**src/rtl/mult8_pkg.sv**
```systemverilog
// Shared types and constants for the 8x8 signed shift-add multiplier.
// Holds the control state encoding, operand width and seven-segment lookup.
package mult8_pkg;

  localparam int unsigned WIDTH = 8;
  localparam int unsigned CNT_W = 3;
  localparam logic [CNT_W-1:0] LAST_CNT = CNT_W'(WIDTH - 1);

  typedef enum logic [1:0] {
    IDLE,
    COMPUTE,
    DONE
  } state_t;

  // Active-low {dp,g..a} glyphs, entry 15 first so SEG_LUT[n] is nibble n.
  localparam logic [15:0][7:0] SEG_LUT = {
    8'h8E, 8'h86, 8'hA1, 8'hC6, 8'h83, 8'h88, 8'h90, 8'h80,
    8'hF8, 8'h82, 8'h92, 8'h99, 8'hB0, 8'hA4, 8'hF9, 8'hC0
  };

endpackage

```
**src/rtl/hex_seg_decoder.sv**
```systemverilog
// Nibble to active-low seven-segment glyph, decimal point held off.
// Purely combinational, zero latency, no flow control.
module hex_seg_decoder
  import mult8_pkg::*;
(
  input  logic [3:0] nibble_i,
  output logic [7:0] seg_o
);

  logic [7:0] glyph;

  assign glyph = SEG_LUT[nibble_i];
  assign seg_o = {1'b1, glyph[6:0]};

endmodule

```
**src/rtl/multiplier8_signed.sv**
```systemverilog
// Sequential 8x8 two's-complement shift-add multiplier, product in {A,B}, sign in X.
// Result settles 11 clocks after Run falls (2 sync + 1 start + 8 compute); no backpressure.
module multiplier8_signed
  import mult8_pkg::*;
(
  input  logic             Clk,
  input  logic             Reset,
  input  logic             Run,
  input  logic             Reset_Load_Clear,
  input  logic [WIDTH-1:0] SW,
  output logic             X,
  output logic [WIDTH-1:0] Aval,
  output logic [WIDTH-1:0] Bval,
  output logic [7:0]       HEX0,
  output logic [7:0]       HEX1,
  output logic [7:0]       HEX2,
  output logic [7:0]       HEX3
);

  logic run_meta_q, run_sync_q;
  logic rlc_meta_q, rlc_sync_q;

  state_t           state_q, state_d;
  logic [CNT_W-1:0] count_q, count_d;
  logic [WIDTH-1:0] a_q, a_d;
  logic [WIDTH-1:0] b_q, b_d;
  logic             x_q, x_d;

  logic [WIDTH:0]   opnd_a, opnd_s, sum9;
  logic             sub_op;

  // Buttons idle high, so the synchronizers reset to the released level.
  always_ff @(posedge Clk or negedge Reset) begin
    if (!Reset) begin
      run_meta_q <= 1'b1;
      run_sync_q <= 1'b1;
      rlc_meta_q <= 1'b1;
      rlc_sync_q <= 1'b1;
    end else begin
      run_meta_q <= Run;
      run_sync_q <= run_meta_q;
      rlc_meta_q <= Reset_Load_Clear;
      rlc_sync_q <= rlc_meta_q;
    end
  end

  // The final partial product carries the multiplier's sign bit, so it is subtracted.
  always_comb begin
    opnd_a = {a_q[WIDTH-1], a_q};
    opnd_s = {SW[WIDTH-1], SW};
    sub_op = (count_q == LAST_CNT);
    sum9   = sub_op ? (opnd_a - opnd_s) : (opnd_a + opnd_s);
  end

  always_comb begin
    state_d = state_q;
    count_d = count_q;
    a_d     = a_q;
    b_d     = b_q;
    x_d     = x_q;

    case (state_q)
      IDLE: begin
        if (!rlc_sync_q) begin
          b_d = SW;
          a_d = '0;
          x_d = 1'b0;
        end else if (!run_sync_q) begin
          a_d     = '0;
          x_d     = 1'b0;
          count_d = '0;
          state_d = COMPUTE;
        end
      end

      COMPUTE: begin
        if (b_q[0]) begin
          x_d = sum9[WIDTH];
          a_d = sum9[WIDTH:1];
          b_d = {sum9[0], b_q[WIDTH-1:1]};
        end else begin
          a_d = {x_q, a_q[WIDTH-1:1]};
          b_d = {a_q[0], b_q[WIDTH-1:1]};
        end
        count_d = count_q + CNT_W'(1);
        if (count_q == LAST_CNT) begin
          state_d = DONE;
        end
      end

      DONE: begin
        if (run_sync_q) begin
          state_d = IDLE;
        end
      end

      default: begin
        state_d = IDLE;
      end
    endcase
  end

  always_ff @(posedge Clk or negedge Reset) begin
    if (!Reset) begin
      state_q <= IDLE;
      count_q <= '0;
      a_q     <= '0;
      b_q     <= '0;
      x_q     <= 1'b0;
    end else begin
      state_q <= state_d;
      count_q <= count_d;
      a_q     <= a_d;
      b_q     <= b_d;
      x_q     <= x_d;
    end
  end

  assign X    = x_q;
  assign Aval = a_q;
  assign Bval = b_q;

  hex_seg_decoder u_hex0 (.nibble_i(b_q[3:0]), .seg_o(HEX0));
  hex_seg_decoder u_hex1 (.nibble_i(b_q[7:4]), .seg_o(HEX1));
  hex_seg_decoder u_hex2 (.nibble_i(a_q[3:0]), .seg_o(HEX2));
  hex_seg_decoder u_hex3 (.nibble_i(a_q[7:4]), .seg_o(HEX3));

endmodule

```
**config.mk**
```make
export PLATFORM = sky130hd
export DESIGN_NAME = multiplier8_signed
export DESIGN_NICKNAME = d
export VERILOG_FILES = /design/src/rtl/mult8_pkg.sv /design/src/rtl/hex_seg_decoder.sv /design/src/rtl/multiplier8_signed.sv
export SDC_FILE = /design/constraint.sdc
export NUM_CORES = 1
export LEC_CHECK = 0
export BUFFER_PORTS_ARGS = -buffer_cell sky130_fd_sc_hd__buf_2
export CORE_UTILIZATION = 46
export CTS_CLUSTER_DIAMETER = 60
export DETAILED_ROUTE_END_ITERATION = 6
export GPL_TIMING_DRIVEN = 0
export HOLD_SLACK_MARGIN = 0.15
export PLACE_DENSITY = 0.68
export SYNTH_ARGS = -nofsm -noshare
export SYNTH_HDL_FRONTEND = slang
export SYNTH_SLANG_ARGS = --single-unit
export TNS_END_PERCENT = 1
```
**constraint.sdc**
```tcl
create_clock -name Clk -period 3.8 [get_ports Clk]
set_clock_uncertainty 0.2 [all_clocks]
set_input_delay 0.38 -clock Clk [delete_from_list [all_inputs] [get_ports Clk]]
set_output_delay 0.38 -clock Clk [all_outputs]
set_load 0.03 [all_outputs]
```
* After elaboration in Yosys (flattened, before gate mapping)
Memories as Yosys holds them, arrays and structs flattened.
Index checks and enable logic that the tools add are counted.
** Storage, ports and cells
- Bits in registers :: 26
- ROM bits :: 512
- Bits of input ports :: 12
- Memories :: 4
** Operators by class
- Add/sub/neg operators :: 3
- Magnitude comparators :: 4
- Equality and inequality tests :: 10
- Mux-type cells :: 24
- Reductions and logical operators :: 7
** Memories
- (name not given) :: words 16, bits a word 8, read ports 1, clocked after memory_dff 0, wr ports 0, line hex_seg_decoder.sv:12 : assign glyph = SEG_LUT[nibble_i];
- (name not given) :: words 16, bits a word 8, read ports 1, clocked after memory_dff 0, wr ports 0, line hex_seg_decoder.sv:12
- (name not given) :: words 16, bits a word 8, read ports 1, clocked after memory_dff 0, wr ports 0, line hex_seg_decoder.sv:12
- (name not given) :: words 16, bits a word 8, read ports 1, clocked after memory_dff 0, wr ports 0, line hex_seg_decoder.sv:12
** Operators with widths (count)
- $mux 8 :: 5
- $pmux 8 s2 :: 2
- $mux 7 :: 4
- $lt 4x5->1 const B :: 4
- $ne 2x2->1 const B :: 6
- $add 8x8->9 :: 1
- $mux 9 :: 1
- $sub 8x8->9 :: 1
- $mux 2 :: 4
- $mux 3 :: 2
- $pmux 2 s3 :: 1
- $pmux 3 s2 :: 1
- $reduce_and 3->1 :: 2
- $reduce_and 2->1 :: 2
- $reduce_and 4->1 :: 1
- $add 3x1->3 const B :: 1
- $eq 3x3->1 const B :: 1
- $mux 1 :: 3
- $ne 3x3->1 const B :: 1
- $eq 2x1->1 const B :: 1
- $eq 2x2->1 const B :: 1
- $logic_not 2->1 :: 1
- $pmux 1 s2 :: 1
- $reduce_bool 2->1 :: 1

* Longest topological paths before layout
Gate-level depths: netlist of run 1.
- Word-level depth :: 4
- Depth in mapped cells :: 11
- Gate-level depth less buffers :: 11

* Cells and area by module
Synthesis of run 1 repeated with hierarchy kept, for this count alone.
** Unflattened totals
- Cell total of the unflattened synthesis :: 317
- Area total of the unflattened synthesis :: 2827.7 sq um
** By module, submodules not included
- multiplier8_signed :: times used 1, cells each 181, area an instance 1681.6 sq um, seq. area each 655.6 sq um
- hex_seg_decoder :: times used 4, cells each 34, area an instance 286.5 sq um, seq. area each 0.0 sq um

* Worst setup path after synthesis of run 1
No wires, ideal clock.
- Kind :: register -> register
- Start :: register count_q[0]
- End :: register a_q[5], in the netlist Aval[5]
- Setup time :: 69 ps
- Arrival time :: 2548 ps
- Setup slack :: 983 ps
- Stages on the path, launching flop included :: 12
- Clock period less this slack :: 2817 ps
- Path through :: dfrtp_1 -> ha_1 -> ha_1 -> clkbuf_1 -> nor2_1 -> xnor2_1 -> ha_1 -> nor2b_4 -> o31a_1 -> o21a_1 -> or4b_1 -> nand3_1
** Between the ends
- Word-level cells in the longest chain between the ends :: 4
** RTL lines
- start: declaration :: line multiplier8_signed.sv:24 : logic [CNT_W-1:0] count_q, count_d;
- start signal: assignment :: line multiplier8_signed.sv:112 : count_q <= count_d;
- $eq 3x3->1 :: line multiplier8_signed.sv:51 : sub_op = (count_q == LAST_CNT);
- $mux 9 :: line multiplier8_signed.sv:52 : sum9 = sub_op ? (opnd_a - opnd_s) : (opnd_a + opnd_s);
- $mux 8 :: line multiplier8_signed.sv:77 : if (b_q[0]) begin
- $pmux 8 s2 :: line multiplier8_signed.sv:62 : case (state_q)
- end signal: assignment :: line multiplier8_signed.sv:107 : a_q <= '0;
- end signal: assignment :: line multiplier8_signed.sv:113 : a_q <= a_d;
- end: declaration :: line multiplier8_signed.sv:25 : logic [WIDTH-1:0] a_q, a_d;
Every way passes these cells.
A chain may end at the register's enable or synchronous reset.

* Worst setup path after layout of run 1
Ends and elaborated chain as after synthesis.

==> metrics.txt, run 1 <==
outcome completed; synth warn 0; Port Buf Inserts 56; storage element area 656 sq um; Worst R2R End Aval[5]; actual slew at the worst max-slew pin 608 ps; Ports 61; reg2reg start count_q[0]; Worst EP required 3820 ps; Final Hold Violating Endpoints 0; HP Class register to register; ant diodes 0; GR Layer Usage met2 a little over a third; RSZ-0062 raised after global routing false; layout cells sized above 1 19.5%; post-synthesis sequential area ratio 24.5%; CP Data Arrival Time about 3100 ps; starting density of the core between 40% and 50%; max-slew violations 0; count of final setup violators 0; Total Nets Final 450; TritonCTS clock tree yes; critical path class register to register; final antenna-violating net count 0; largest net degree at the start of global routing 27; Fin Setup TNS 0 ps; Die Y 78.3 um; die area 6140 sq um; Syn Inst Count 335; number of remaining DRC errors 0; Die X 78.3 um; number of synthesized flops with an enable pin 0; crit path launch count_q[0]; clk sinks 26; DR vias/cell 5.40; fin crit period 3040 ps; Maximum Capacitance Violations 0; FF+latch count, synth 26; GRT Total Usage between 20% and 30%; Clock Pin Slew Worst Setup and Hold Paths ~100 ps; synthesized cell area 2680 sq um; CP endpoint kind register; top_reg_cell synth dfrtp_1; Area growth syn-to-layout 18.0%; CTS Buffer Depth 2; Cell variety after synth 47; flop2flop setup slack 760 ps; CTS buffer count 3; M3 GR Usage 2.67%; met1 usage 29.0%; relative slew slack just under 60%; leading cell type in the layout, fill and taps excluded buf_2; Routed WL per cell 13.5 um; number of global-route vias before repair 2317; first-pass GRT wire length roughly 11000 um; Pre-antenna DRT Iters 4; antenna violations before repair 0; fillers 516; core box area approximately 5600 sq um; clk_lat worst skew about 280 ps; Final Cycle Share 80.1%; Post-CTS Resized 0; most frequent cells in the layout buf_2, ha_1, o21ai_0; GR peak layer met2; fmax approximately 0.33 GHz; Avg Inst Size Synth 8.00 sq um; Vias around 2600; Routed WL 6370 um; row count 27; CP Max Fanout 9; CP startpoint kind register; CTS root buffer clkbuf_8; post-synthesis async set-or-reset flop share 100%; # H-tree levels 1; area of the multi-input gates 1860 sq um; hpwl dp 4810 um; RePlAce Congestion between 0.8 and 0.9; Worst Reg-to-Reg Cells 11; Post-CTS Setup Bufs 0; DRT iter0 DRCs 128; Worst Setup EP Aval[5]; total gr overflow 0
[how the worst min path moves through the flow]
stage | slack [ps] | startpoint | endpoint | cells after the start
2_1_floorplan | -120 | Reset | Aval[0] | 0
3_3_place_gp | 150 | rlc_meta_q | rlc_sync_q | 0
3_5_place_dp | 150 | rlc_meta_q | rlc_sync_q | 0
4_1_cts | 160 | rlc_meta_q | rlc_sync_q | 0
5_1_grt | 160 | run_meta_q | run_sync_q | 0
6_report | 160 | rlc_meta_q | rlc_sync_q | 0
[cells in the mapped netlist (3+ instances only)]
cell / count / share of area (%)
o21a_1: 3 / 0.84
nor3b_1: 9 / 2.5
mux2i_1: 9 / 3.4
clkbuf_1: 15 / 2.1
nand3b_1: 3 / 0.84
nor2b_1: 11 / 2.6
nand3_1: 3 / 0.56
inv_1: 19 / 2.7
ha_1: 35 / 16
a32o_1: 3 / 1.1
nand2_1: 28 / 3.9
buf_1: 4 / 0.56
nand2b_1: 5 / 1.2
o22ai_1: 3 / 0.70
nor2_1: 33 / 4.6
dfstp_2: 4 / 3.9
nor3_1: 9 / 1.7
o21ai_0: 34 / 6.3
dfrtp_1: 22 / 21
xnor2_1: 7 / 2.3
a22o_1: 5 / 1.6
a21oi_1: 30 / 5.6
mux4_2: 3 / 2.5
buf_4: 4 / 1.1
[layer usage]
layer	vias to the layer above	part of all wire, %
met3	6	4.0
met5	-	0
met2	57	47
met4	0	0.60
li1	1295	-
met1	1195	49
[flip-flops by register name (all words and copies together) (netlist names)]
name and count:
Aval 8, Bval 8, count_q 3, state_q 2, X 1, rlc_meta_q 1, rlc_sync_q 1, run_meta_q 1
run_sync_q 1
[through the flow]
step | worst slack [ps] | instance area [sq um] | std cells | utilization, % | hold WS (ps)
6_report | 757 | 3160 | 473 | 56.8 | 160
5_1_grt | 557 | 3160 | 473 | 56.8 | 163
4_1_cts | 760 | 3160 | 473 | 56.8 | 161
3_5_place_dp | 789 | 3060 | 466 | 54.9 | 147
3_3_place_gp | 800 | 3060 | 466 | 54.9 | 145
2_1_floorplan | 983 | 2690 | 338 | - | -116
[cells by family (layout without fill, tap and decap cells)]
| kind of cell | Yosys count | count (layout) | share of synthesized area (%) |
|---|---|---|---|
| AOI/OAI and AO/OA | 96 | 96 | 21.4 |
| DFF | 26 | 26 | 24.5 |
| buffers and inverters | 43 | 106 | 6.58 |
| xor gates and xnor gates | 9 | 9 | 2.94 |
| adders and majority gates | 36 | 36 | 17.1 |
| and+or+nand+nor | 110 | 110 | 20.7 |
| muxes | 14 | 14 | 6.72 |
| other | 1 | 4 | 0.140 |
[cell type report]
cell class | count | share of cell area [%]
multi-input combinational | 269 | 58.8
sequential | 26 | 20.7
timing repair buffer | 59 | 9.81
buffer | 23 | 3.20
tap | 72 | 2.85
inverter | 20 | 2.37
clock buffer | 3 | 1.30
clock inverter | 1 | 0.949
[worst max-delay path, stage by stage, from the launching register on]
cell,delay (ps)
dfrtp_1,400
ha_1,210
ha_1,170
clkbuf_1,210
nor2_1,160
xnor2_1,140
ha_1,280
nor2b_4,150
o31a_1,280
o21a_1,190
or4b_1,500
nand3_1,100
[repair_timing]
item / in CTS / in global routing
hold buffers: 3 / 0
setup endpoints to repair: 0 / 0
endpoints found under the hold margin: 24 / 0
Power of run 1 is not shown: default switching activity piles up to over one toggle a cycle in this logic, so the estimate is an artifact.
==> run 2, diff against run 1 <==
--- a/config.mk
+++ b/config.mk
@@ -5,13 +5,14 @@
 export SDC_FILE = /design/constraint.sdc
 export NUM_CORES = 1
 export LEC_CHECK = 0
+export ABC_AREA = 1
 export BUFFER_PORTS_ARGS = -buffer_cell sky130_fd_sc_hd__buf_2
 export CORE_UTILIZATION = 46
 export CTS_CLUSTER_DIAMETER = 60
 export DETAILED_ROUTE_END_ITERATION = 6
 export GPL_TIMING_DRIVEN = 0
 export HOLD_SLACK_MARGIN = 0.15
-export PLACE_DENSITY = 0.68
+export PLACE_DENSITY = 0.71
 export SYNTH_ARGS = -nofsm -noshare
 export SYNTH_HDL_FRONTEND = slang
 export SYNTH_SLANG_ARGS = --single-unit
==> constraint.sdc (replaced) <==
create_clock -name Clk -period 2.6 [get_ports Clk]
set_clock_uncertainty 0.2 [all_clocks]
set_input_delay 0.26 -clock Clk [delete_from_list [all_inputs] [get_ports Clk]]
set_output_delay 0.26 -clock Clk [all_outputs]
set_load 0.03 [all_outputs]
==> run 2 against run 1 <==
Effect of this change: hold slack gained 2.3 ps; first-iteration DRC count grew 1.6%; synthesized area shrank 2.5%; synthesized cell count grew 11%; non-clock buffer count grew 1; via count grew 7.8%; flip-flop and latch count is the same; die area shrank 2.4%; critical path depth grew 4; sequential share of layout area shrank 0.85 points; highest routed layer unchanged.
==> metrics.txt, run 2 <==
outcome completed; Pre-antenna DRT Iters 4 (unchanged); critical path class primary input to register; Die Y 77.4 um (-1.2%); number of global-route vias before repair 2494 (+7.6%); top_reg_cell synth dfrtp_1; GRT Total Usage 22.8% (+1.5 points); CTS Buffer Depth 2 (unchanged); number of remaining DRC errors 0 (unchanged); worst slack, placed -159 ps (-948 ps); CP endpoint kind register; DR vias/cell 5.29 (-1.9%); clk sinks 26 (unchanged); leading cell type in the layout, fill and taps excluded nand2_1; CP startpoint kind primary input; hpwl dp 4890 um (+1.8%); post-synth top area cell dfrtp_1; relative slew slack 59.8% (+0.29 points); antenna violations before repair 0 (unchanged); Final Cycle Share a little over nine tenths; FF+latch count, synth 26 (unchanged); Routed WL 6720 um (+5.5%); synthesized cell area 2620 sq um (-2.5%); fin crit period 2530 ps; CP Data Arrival Time 2490 ps (-580 ps); layout cells sized above 1 25.4% (+6.0 points); die area 5990 sq um (-2.4%); clk_lat worst skew 280 ps (about the same); Vias 2753 (+7.8%); HP Class primary input to register; Cell variety after synth 40 (-15%); CP Max Fanout 4 (-5); final instance area 3300 sq um (+4.3%); crit path launch SW[5]; dpl cell area 3000 sq um (-2.2%); Worst EP required 2570 ps (-1250 ps); Clock Pin Slew Worst Setup and Hold Paths 80 ps (-20 ps); synth warn 0 (unchanged); Ports 61 (unchanged); Avg Inst Size Synth 7.01 sq um (-12%); count of final setup violators 0 (unchanged); most frequent cell after synthesis nand2_1; # H-tree levels 1 (unchanged); total gr overflow 0 (unchanged); TritonCTS clock tree yes; max-slew violations 0 (unchanged); CTS root buffer clkbuf_8; post-synthesis sequential area ratio 25.1% (+0.62 points); reg2reg start count_q[0]; post-route setup slack 74.4 ps (-683 ps); CTS buffer count 3 (unchanged); Final Hold Violating Endpoints 0 (unchanged); Port Buf Inserts 56 (unchanged); Area growth syn-to-layout 26.2%; DRT iter0 DRCs 130 (+1.6%); post-layout util 59.9% (+3.2 points); ranking of synthesized cells by area dfrtp_1, ha_1, nand2_1; Maximum Capacitance Violations 0 (unchanged); largest net degree at the start of global routing 27 (unchanged); Syn Inst Count 373 (+11%); RePlAce Congestion 0.873 (+7.3%); first-pass GRT wire length 11100 um (+4.4%); ant diodes 0 (unchanged); min-delay src SW[3]; fmax 0.396 GHz; Synth top area share 21.1% (+0.52 points); Synth top cells by count nand2_1, inv_1, ha_1, o21ai_0, a21oi_1; most frequent cells in the layout nand2_1, buf_2, inv_1; final antenna-violating net count 0 (unchanged); post-synthesis async set-or-reset flop share 100% (unchanged); starting density of the core 47.5% (-0.61 points); Routed WL per cell 12.9 um (-4.0%); row count 27 (unchanged); actual slew at the worst max-slew pin 603 ps (-4.31 ps); core box area 5510 sq um (-1.2%); Total Nets Final 497 (+10%); Die X 77.4 um (-1.2%); number of synthesized flops with an enable pin 0 (unchanged)
## run 2: cell families (layout without fill, tap and decap cells)
family	count (synthesis)	count (layout)	share of synthesized area, %
AO/OA/AOI/OAI	97	97	21.6
XOR/XNOR	6	6	2.01
adder cells (fa/ha/maj)	36	36	17.5
buffers and inverters	70	142	11.5
flip-flops	26	26	25.1
other	1	4	0.143
AND/OR/NAND/NOR	137	137	22.2
## run 2: repair_timing
item	CTS	global route
gates cloned	0	0
endpoints found under the hold margin	28	0
setup endpoints to repair	5	6
setup buffers	2	4
hold buffers	7	0
pin swaps	2	10
gates resized for setup	9	16
## run 2: routing by layer
| layer | vias up | track usage (%) | share of wire [%] | wire length (um) |
|---|---|---|---|---|
| met3 | 14 | 2.00 | 3.9 | 265 |
| met2 | 78 | 39.4 | 48 | 3220 |
| met5 | - | 0 | 0 | 0 |
| met4 | 0 | 8.49 | 2.3 | 152 |
| met1 | 1273 | 29.4 | 46 | 3080 |
| li1 | 1388 | - | - | - |
## run 2: final cells by class
| cell class | instances | area, sq um |
|---|---|---|
| Buffer | 14 | 88.8 |
| Inverter | 55 | 206 |
| Sequential cell | 26 | 656 |
| Clock buffer | 4 | 55.1 |
| Multi-Input combinational cell | 280 | 1800 |
| Timing Repair Buffer | 69 | 400 |
| Tap cell | 72 | 90.1 |
| Fill cell | 526 | 2210 |
## run 2: per-stage QoR
stage          cells  TNS [ps]  hold slack (ps)
2_1_floorplan    376         0             -236
3_3_place_gp     504      -227             97.5
3_5_place_dp     504      -589              108
4_1_cts          516         0              151
5_1_grt          520     -42.7              164
6_report         520         0              162
## run 2: critical path, stage by stage
cell and delay (ps):
dlygate4sd3_1 540, buf_2 130, inv_1 100, nand2_2 80, o31ai_2 200, xor2_1 210, ha_1 300, nand2_2 100
inv_1 40, nand2_1 50, nand2_1 60, a21oi_2 140, nand3_1 90, nand3_1 120, nand2_1 60
## run 2: path summary, 6_finish.rpt
| kind | endpoint | slack [ps] | depth (start not counted) |
|---|---|---|---|
| max reg2reg | Aval[7] | 100 | 13 |
| max in group asynchronous | Aval[4] | 1490 | 2 |
| min in group asynchronous | Bval[7] | 320 | 2 |
| max | Aval[7] | 70 | 15 |
| min | Bval[3] | 160 | 3 |
| min reg2reg | rlc_sync_q | 160 | 0 |
Power of run 2 is left out for the same reason.
